--- config.mk ---
export PLATFORM = sky130hd
export DESIGN_NAME = uart_host_if
export DESIGN_NICKNAME = d
export VERILOG_FILES = /design/src/rtl/uart_host_if.sv
export SDC_FILE = /design/constraint.sdc
export NUM_CORES = 1
export LEC_CHECK = 0
export CORE_UTILIZATION = 51
export CTS_CLUSTER_SIZE = 16
export DETAILED_ROUTE_END_ITERATION = 8
export PLACE_DENSITY = 0.76
export SETUP_SLACK_MARGIN = 0.15
export SLEW_MARGIN = 20
export SYNTH_ARGS = -nofsm -noshare
export SYNTH_HDL_FRONTEND = slang
export SYNTH_SLANG_ARGS = --single-unit
--- constraint.sdc ---
create_clock -name txclk -period 2.85 [get_ports txclk]
set_clock_uncertainty 0.2 [all_clocks]
set_input_delay 0.57 -clock txclk [delete_from_list [all_inputs] [get_ports txclk]]
set_output_delay 0.57 -clock txclk [all_outputs]
set_load 0.02 [all_outputs]
--- src/rtl/uart_host_if.sv ---
// Memory-mapped host port for the uart core: TX FIFO feeding ld_tx_data/tx_data and an RX holding register unloaded via uld_rx_data.
// Optional interrupt output and CTRL[3:2] enables are built only when UART_IRQ_EN is defined.
module uart_host_if #(
    parameter int TX_DEPTH = 16,
    parameter int AW       = 2
) (
    input  logic          txclk,
    input  logic          reset,
    input  logic          sel,
    input  logic          we,
    input  logic [AW-1:0] addr,
    input  logic [31:0]   wdata,
    output logic [31:0]   rdata,
    output logic          ready,
    output logic          ld_tx_data,
    output logic [7:0]    tx_data,
    output logic          tx_enable,
    input  logic          tx_empty,
    output logic          uld_rx_data,
    input  logic [7:0]    rx_data,
    output logic          rx_enable,
    input  logic          rx_empty
`ifdef UART_IRQ_EN
    ,
    output logic          irq
`endif
);

    localparam int IW = (TX_DEPTH > 1) ? $clog2(TX_DEPTH) : 1;
    localparam int PW = IW + 1;

    localparam logic [AW-1:0] A_DATA   = AW'(0);
    localparam logic [AW-1:0] A_STATUS = AW'(1);
    localparam logic [AW-1:0] A_CTRL   = AW'(2);

    typedef enum logic [1:0] {T_IDLE, T_LOAD, T_WAIT} tx_state_t;
    typedef enum logic [1:0] {R_IDLE, R_UNLD, R_CAP, R_WAIT} rx_state_t;

    tx_state_t tx_state, tx_state_nxt;
    rx_state_t rx_state, rx_state_nxt;

    logic          ctrl_tx_en;
    logic          ctrl_rx_en;
    logic          ctrl_tx_ie;
    logic          ctrl_rx_ie;

    logic [7:0]    fifo_mem [TX_DEPTH];
    logic [PW-1:0] wr_ptr;
    logic [PW-1:0] rd_ptr;
    logic          fifo_empty;
    logic          fifo_full;
    logic          tx_pop;
    logic          push_ok;
    logic          tx_start;
    logic          tx_drop;

    logic [7:0]    rx_hold;
    logic          rx_valid;
    logic          rx_start;

    logic          wr_data;
    logic          rd_data;
    logic          wr_status;
    logic          wr_ctrl;
    logic [31:0]   rd_word_p0;

    logic          unused_wdata;
    assign unused_wdata = ^wdata[31:8];

    // Bus decode (stage p0: combinational, same cycle as sel)
    assign wr_data   = sel &&  we && (addr == A_DATA);
    assign rd_data   = sel && !we && (addr == A_DATA);
    assign wr_status = sel &&  we && (addr == A_STATUS);
    assign wr_ctrl   = sel &&  we && (addr == A_CTRL);

    assign fifo_empty = (wr_ptr == rd_ptr);
    assign fifo_full  = (wr_ptr[PW-1] != rd_ptr[PW-1]) &&
                        (wr_ptr[IW-1:0] == rd_ptr[IW-1:0]);

    // The head byte is copied into tx_data before the pop, so a push into a
    // full FIFO may safely reuse that slot on the pop cycle.
    assign tx_pop   = (tx_state == T_LOAD);
    assign push_ok  = wr_data && (!fifo_full || tx_pop);
    assign tx_start = ctrl_tx_en && !fifo_empty && tx_empty;
    assign rx_start = ctrl_rx_en && !rx_empty && !rx_valid;

    assign tx_enable = ctrl_tx_en;
    assign rx_enable = ctrl_rx_en;

    always_ff @(posedge txclk) begin
        if (push_ok) begin
            fifo_mem[wr_ptr[IW-1:0]] <= wdata[7:0];
        end
    end

    always_ff @(posedge txclk) begin
        if (reset) begin
            wr_ptr <= '0;
            rd_ptr <= '0;
        end else begin
            if (push_ok) begin
                wr_ptr <= wr_ptr + PW'(1);
            end
            if (tx_pop) begin
                rd_ptr <= rd_ptr + PW'(1);
            end
        end
    end

    always_ff @(posedge txclk) begin
        if (reset) begin
            tx_drop <= 1'b0;
        end else if (wr_data && fifo_full && !tx_pop) begin
            tx_drop <= 1'b1;
        end else if (wr_status && wdata[4]) begin
            tx_drop <= 1'b0;
        end
    end

    always_ff @(posedge txclk) begin
        if (reset) begin
            ctrl_tx_en <= 1'b0;
            ctrl_rx_en <= 1'b0;
        end else if (wr_ctrl) begin
            ctrl_tx_en <= wdata[0];
            ctrl_rx_en <= wdata[1];
        end
    end

`ifdef UART_IRQ_EN
    always_ff @(posedge txclk) begin
        if (reset) begin
            ctrl_tx_ie <= 1'b0;
            ctrl_rx_ie <= 1'b0;
        end else if (wr_ctrl) begin
            ctrl_tx_ie <= wdata[2];
            ctrl_rx_ie <= wdata[3];
        end
    end

    always_ff @(posedge txclk) begin
        if (reset) begin
            irq <= 1'b0;
        end else begin
            irq <= (ctrl_rx_ie && rx_valid) || (ctrl_tx_ie && fifo_empty);
        end
    end
`else
    assign ctrl_tx_ie = 1'b0;
    assign ctrl_rx_ie = 1'b0;
`endif

    always_ff @(posedge txclk) begin
        if (reset) begin
            tx_state <= T_IDLE;
        end else begin
            tx_state <= tx_state_nxt;
        end
    end

    always_comb begin
        tx_state_nxt = tx_state;
        case (tx_state)
            T_IDLE: if (tx_start) tx_state_nxt = T_LOAD;
            T_LOAD: tx_state_nxt = T_WAIT;
            T_WAIT: if (!tx_empty) tx_state_nxt = T_IDLE;
            default: tx_state_nxt = T_IDLE;
        endcase
    end

    always_comb begin
        ld_tx_data = (tx_state == T_LOAD);
    end

    always_ff @(posedge txclk) begin
        if (reset) begin
            tx_data <= 8'h00;
        end else if ((tx_state == T_IDLE) && tx_start) begin
            tx_data <= fifo_mem[rd_ptr[IW-1:0]];
        end
    end

    always_ff @(posedge txclk) begin
        if (reset) begin
            rx_state <= R_IDLE;
        end else begin
            rx_state <= rx_state_nxt;
        end
    end

    always_comb begin
        rx_state_nxt = rx_state;
        case (rx_state)
            R_IDLE: if (rx_start) rx_state_nxt = R_UNLD;
            R_UNLD: rx_state_nxt = R_CAP;
            R_CAP:  rx_state_nxt = R_WAIT;
            R_WAIT: if (rx_empty) rx_state_nxt = R_IDLE;
            default: rx_state_nxt = R_IDLE;
        endcase
    end

    always_comb begin
        uld_rx_data = (rx_state == R_UNLD);
    end

    // rx_valid is always clear in R_CAP, so a DATA read can never race a capture.
    always_ff @(posedge txclk) begin
        if (reset) begin
            rx_hold  <= 8'h00;
            rx_valid <= 1'b0;
        end else if (rx_state == R_CAP) begin
            rx_hold  <= rx_data;
            rx_valid <= 1'b1;
        end else if (rd_data && rx_valid) begin
            rx_valid <= 1'b0;
        end
    end

    always_comb begin
        rd_word_p0 = 32'h0;
        case (addr)
            A_DATA:   rd_word_p0 = {24'h0, (rx_valid ? rx_hold : 8'h00)};
            A_STATUS: rd_word_p0 = {27'h0, tx_drop, rx_valid, fifo_full, fifo_empty, tx_empty};
            A_CTRL:   rd_word_p0 = {28'h0, ctrl_rx_ie, ctrl_tx_ie, ctrl_rx_en, ctrl_tx_en};
            default:  rd_word_p0 = 32'h0;
        endcase
    end

    // Bus response (stage p1: registered, one cycle after sel)
    always_ff @(posedge txclk) begin
        if (reset) begin
            ready <= 1'b0;
            rdata <= 32'h0;
        end else begin
            ready <= sel;
            rdata <= (sel && !we) ? rd_word_p0 : 32'h0;
        end
    end

endmodule
# Word level (Yosys, flattened, before mapping)
# Memories as Yosys holds them, arrays and structs flattened. A register that Yosys moved wholly into a read port is not among the register bits.
# Cells that the tools add are included.
# totals
register_bits	59
latchBits	0
ramBits	128
mem_bits_ro	0
in_bits	48
output_inout_bits	45
word_cells	75
mem_count	1
# classes
n_addsub	2
multipliers	0
div	0
order_cmp	0
eq_ne	14
n_shift	0
mux	14
bitwise	1
reduce_logical	32
# mem_list
name	depth	width	read_ports	rd_ports_with_merged_regs	write_ports	line	rtl
fifo_mem	16	8	1	1	1	47	logic [7:0] fifo_mem [TX_DEPTH];
# op_table
op	count
8-bit one-hot mux with 3 select lines	1
1-bit logical AND	17
5-bit by 1-bit adder with 5-bit output (second input constant)	2
2-bit equality test (second input constant)	4
2-bit two-way mux	4
8-bit two-way mux	1
2-bit inequality test (second input constant)	4
2-bit one-hot mux with 4 select lines	1
2-bit by 1-bit equality test with 1-bit output (second input constant)	3
1-bit zero test	6
2-bit zero test	3
1-bit two-way mux	6
2-bit one-hot mux with 3 select lines	1
5-bit equality test	1
4-bit equality test	1
2-bit AND reduction	2
2-bit nonzero test	2
2-bit OR reduction	1
1-bit logical OR	1
1-bit inequality test	1
1-bit inverter	1

# Longest topological paths before layout
# logic_depth
ltp_word	7
depth_mapped	7
depth_no_buf	6

# Worst setup path before layout
# OpenSTA, ideal clock, no wires.
# synth_timing
kind	reg2reg
start	register rd_ptr[1]
end	memory fifo_mem[3][0], enable pin
setup_ns	0.383
arrival_ns	1.733
t_required_ns	2.267
path_slack_ns	0.534
stages_incl_launch_ff	7
n_path_buf	1
synth_period_minus_slack_ns	2.316
path_cell_list	dfxtp_1 -> buf_6 -> xor2_1 -> nor4_4 -> a31oi_1 -> nand2_1 -> nor3_1
# synth_between
elab_chain_len	7
# synth_rtl
element	line	rtl
start: declaration	49	logic [PW-1:0] rd_ptr;
start signal: assignment	105	rd_ptr <= rd_ptr + PW'(1);
4-bit equality test	78	(wr_ptr[IW-1:0] == rd_ptr[IW-1:0]);
1-bit logical AND	77	assign fifo_full = (wr_ptr[PW-1] != rd_ptr[PW-1]) &&
1-bit zero test	83	assign push_ok = wr_data && (!fifo_full || tx_pop);
1-bit logical OR	83	
1-bit logical AND	83	
1-bit two-way mux	91	if (push_ok) begin
1-bit two-way mux (not written as such)	92	fifo_mem[wr_ptr[IW-1:0]] <= wdata[7:0];
end: declaration	47	
# Every way passes these cells.

# Worst setup path after layout
# layout_timing
start	register tx_state[1]
end	output ld_tx_data
# layout_between
elab_chain_len	1
# layout_rtl
element	line	rtl
start: declaration	39	tx_state_t tx_state, tx_state_nxt;
start signal: assignment	157	tx_state <= tx_state_nxt;
2-bit by 1-bit equality test with 1-bit output	172	ld_tx_data = (tx_state == T_LOAD);
end: declaration	15	output logic ld_tx_data,
# Every way passes these cells.

==> out/results.txt <==
status: finished clean
DRC violation total after the first TritonRoute iteration: 333
dpl hpwl: 8.974 mm
CP Capture Type: output port
Synth cell types: 42
Most used DFF post-synth: edfxtp_1
yosys warns: 0
H-Tree Depth: 4
hold_buf cts: 0
setup repair bufs after CTS: 0
initial core utilization: 0.5271
post-synth top area cell: edfxtp_1
Worst EP arrival: 1.82 ns
I/O pin total: 93
worst relative slew slack: 0.5089
Worst Setup Start Kind: register
antenna violations before repair: 0
CP max FO: 7
Routability Congestion: 0.7809
largest net degree at the start of global routing: 44
CTS Sinks: 171
Async SR Flop Fraction: 0
vias: 3968
CTS tree: done
clk root buf: clkbuf_16
most common library cells after synthesis: edfxtp_1 (128), dfxtp_1 (43), nor2_1 (43)
period utilisation layout: 0.9072
crit path buf inv count: 2
sequential share of power: 0.527
die width: 119.7 um
sequential cell area fraction in the yosys report: 0.6661
Pre-antenna DRT Iters: 4
Avg Synthesized Cell Area: 15.19 um^2
CORE AREA: 13400 um^2
crit path kind: reg2out
Die ar.: 14320 um^2
CTS Buffer Depth: 2
Final Critical Period: 2.585 ns
IO Port Bufs: 44
r2r startpoint: wr_ptr[1]
vias per std cell: 5.519
Routed WL: 13.88 mm
clock-pin slew on the worst setup and hold paths: 0.06 ns
CP max stage cell: clkdlybuf4s50_1
slowest stage delay, CP: 0.59 ns
Setup TNS Final: 0 ns
Cell Pwr Density: 622.3 nW/um^2
nets: 588
global-route wire length before repair: 22.16 mm
max-slew violation count: 0
Int Power: 4.127 mW
cell area after synthesis: 7063 um^2
grt total ovfl: 0
n_diodes: 0
maximum VDD drop: 0.4529 mV
Final ANT Viol Nets: 0
Layout Utilization: 0.6183
Layout area overhead: 17.31%
CP Cell Sequence: nand2b_1 -> clkinv_2 -> clkdlybuf4s50_1
data required time of the worst path: 2.08 ns
P_sw: 1.029 mW
Final setup viols: 0
Die H: 119.7 um
worst hold-check path type: reg2reg
Layout fillers: 980
area share of the largest cell type after synthesis: 0.5442
Static Leak: 2.829 nW
Peak Freq: 386.8 MHz
GRT Total Usage: 0.2112
drc violations: 0
layout cell share with drive strength beyond 1: 0.1823
critical path's top delay family: buffers and inverters
vias in the first global route: 4224
Max Cap Violations: 0
row cnt: 42
routed length per instance: 19.31 um
number of synthesized flops with an enable pin: 128
cell with the most instances after synthesis: edfxtp_1
Hold Startpoint: rx_hold[7]
unrepaired setup endpoints after global routing: false
synthesis-stage register bit count: 171
switch share: 0.1996
ranking of synthesized cells by area: edfxtp_1 (54%), dfxtp_1 (12%), mux4_2 (7.7%)
Comb power frac: 0.049
slew of the pin with the lowest slew margin: 0.7351 ns
Num CTS Buffers: 17
Cells after Synth: 465
Clock Latency Late Sink: 0.42 ns
clock power share: 0.424
Final Hold Violating Endpoints: 0
CP Launch Point: tx_state[1]
## cells in the final DEF (no fill, tap or decap), drive strengths merged, types with 20 or more instances in the layout
cell type,instances
nor2,43
edfxtp,128
mux4,24
clkdlybuf4s50,44
clkbuf,30
mux2i,27
conb,24
buf,29
nand2,20
dfxtp,43
## stage by stage
| stage | instances | total power, mW | setup WS [ns] | hold slack [ns] | area (um^2) |
|---|---|---|---|---|---|
| 2_1_floorplan | 488 | 2.938 | 0.5337 | 0.2291 | 7149 |
| 3_3_place_gp | 687 | 3.008 | 0.2581 | 0.2412 | 7722 |
| 3_5_place_dp | 687 | 3.024 | 0.1888 | 0.2454 | 7722 |
| 4_1_cts | 719 | 5.190 | 0.2298 | 0.2633 | 8285 |
| 5_1_grt | 719 | 5.320 | 0.1765 | 0.2927 | 8285 |
| 6_report | 719 | 5.156 | 0.2646 | 0.2637 | 8285 |
## final timing paths
kind / endpoint / slack, ns / depth (start not counted)
setup / recovery: ld_tx_data / 0.26 / 3
hold / removal: rdata[7] / 0.26 / 1
hold reg to reg: rdata[7] / 0.26 / 1
setup reg to reg: fifo_mem[9][7] / 0.51 / 6
## power by group through the flow
stage / registers, mW / clock network (mW) / logic [mW]
CTS: 2.72 / 2.22 / 0.255
global placement: 2.77 / 0 / 0.240
finish: 2.72 / 2.19 / 0.252
global route: 2.72 / 2.32 / 0.280
detailed placement: 2.77 / 0 / 0.254
floorplan: 2.77 / 0 / 0.171
## worst reg2reg max path: stages (launching register included)
cell and delay, ns:
dfxtp_1 0.43, xor2_1 0.14, nor4_4 0.57, a311oi_2 0.17, buf_4 0.21, and3_1 0.19
buf_4 0.19
## kinds of logic (layout without fill, tap and decap cells)
logic type / count (synthesis) / count (layout) / synth area share
fa+ha+maj: 10 / 10 / 0.01771
flops: 171 / 171 / 0.6661
xor+xnor: 12 / 12 / 0.01488
simple gates: 110 / 110 / 0.07848
mux: 61 / 61 / 0.1307
compound gates: 44 / 44 / 0.04482
buf+inv: 56 / 111 / 0.04677
other cells: 1 / 24 / 0.0005309
## timing repair
item / CTS / global route
resized for setup: 1 / 0
hold endpoints to repair: 0 / 0
setup endpoints to repair: 1 / 0
## sequential cells by signal, summed over array words and instances (netlist names)
name	cells
wr_ptr	5
ready	1
rx_valid	1
tx_state	2
tx_drop	1
rx_state	2
rdata	8
rd_ptr	5
fifo_mem	128
rx_enable	1
tx_data	8
tx_enable	1
rx_hold	8
## final cells by class
type	instances	area [um^2]	share of cell area
clock buffers	30	526.8	0.06358
clock inverters	2	35.03	0.004228
inverters	6	23.77	0.002869
multi-input cells	261	2115	0.2552
flip-flops and latches	171	4707	0.5681
well taps	176	220.2	0.02658
repair buffers	73	658.1	0.07943
## per-layer routing
layer,track usage,share of wire,vias to the layer above
li1,-,-,1831
met1,0.2508,0.41,1980
met2,0.3674,0.52,136
met3,0.05656,0.056,21
met4,0.07734,0.016,0
met5,0,0,-
(Power assumes the default switching activity.)
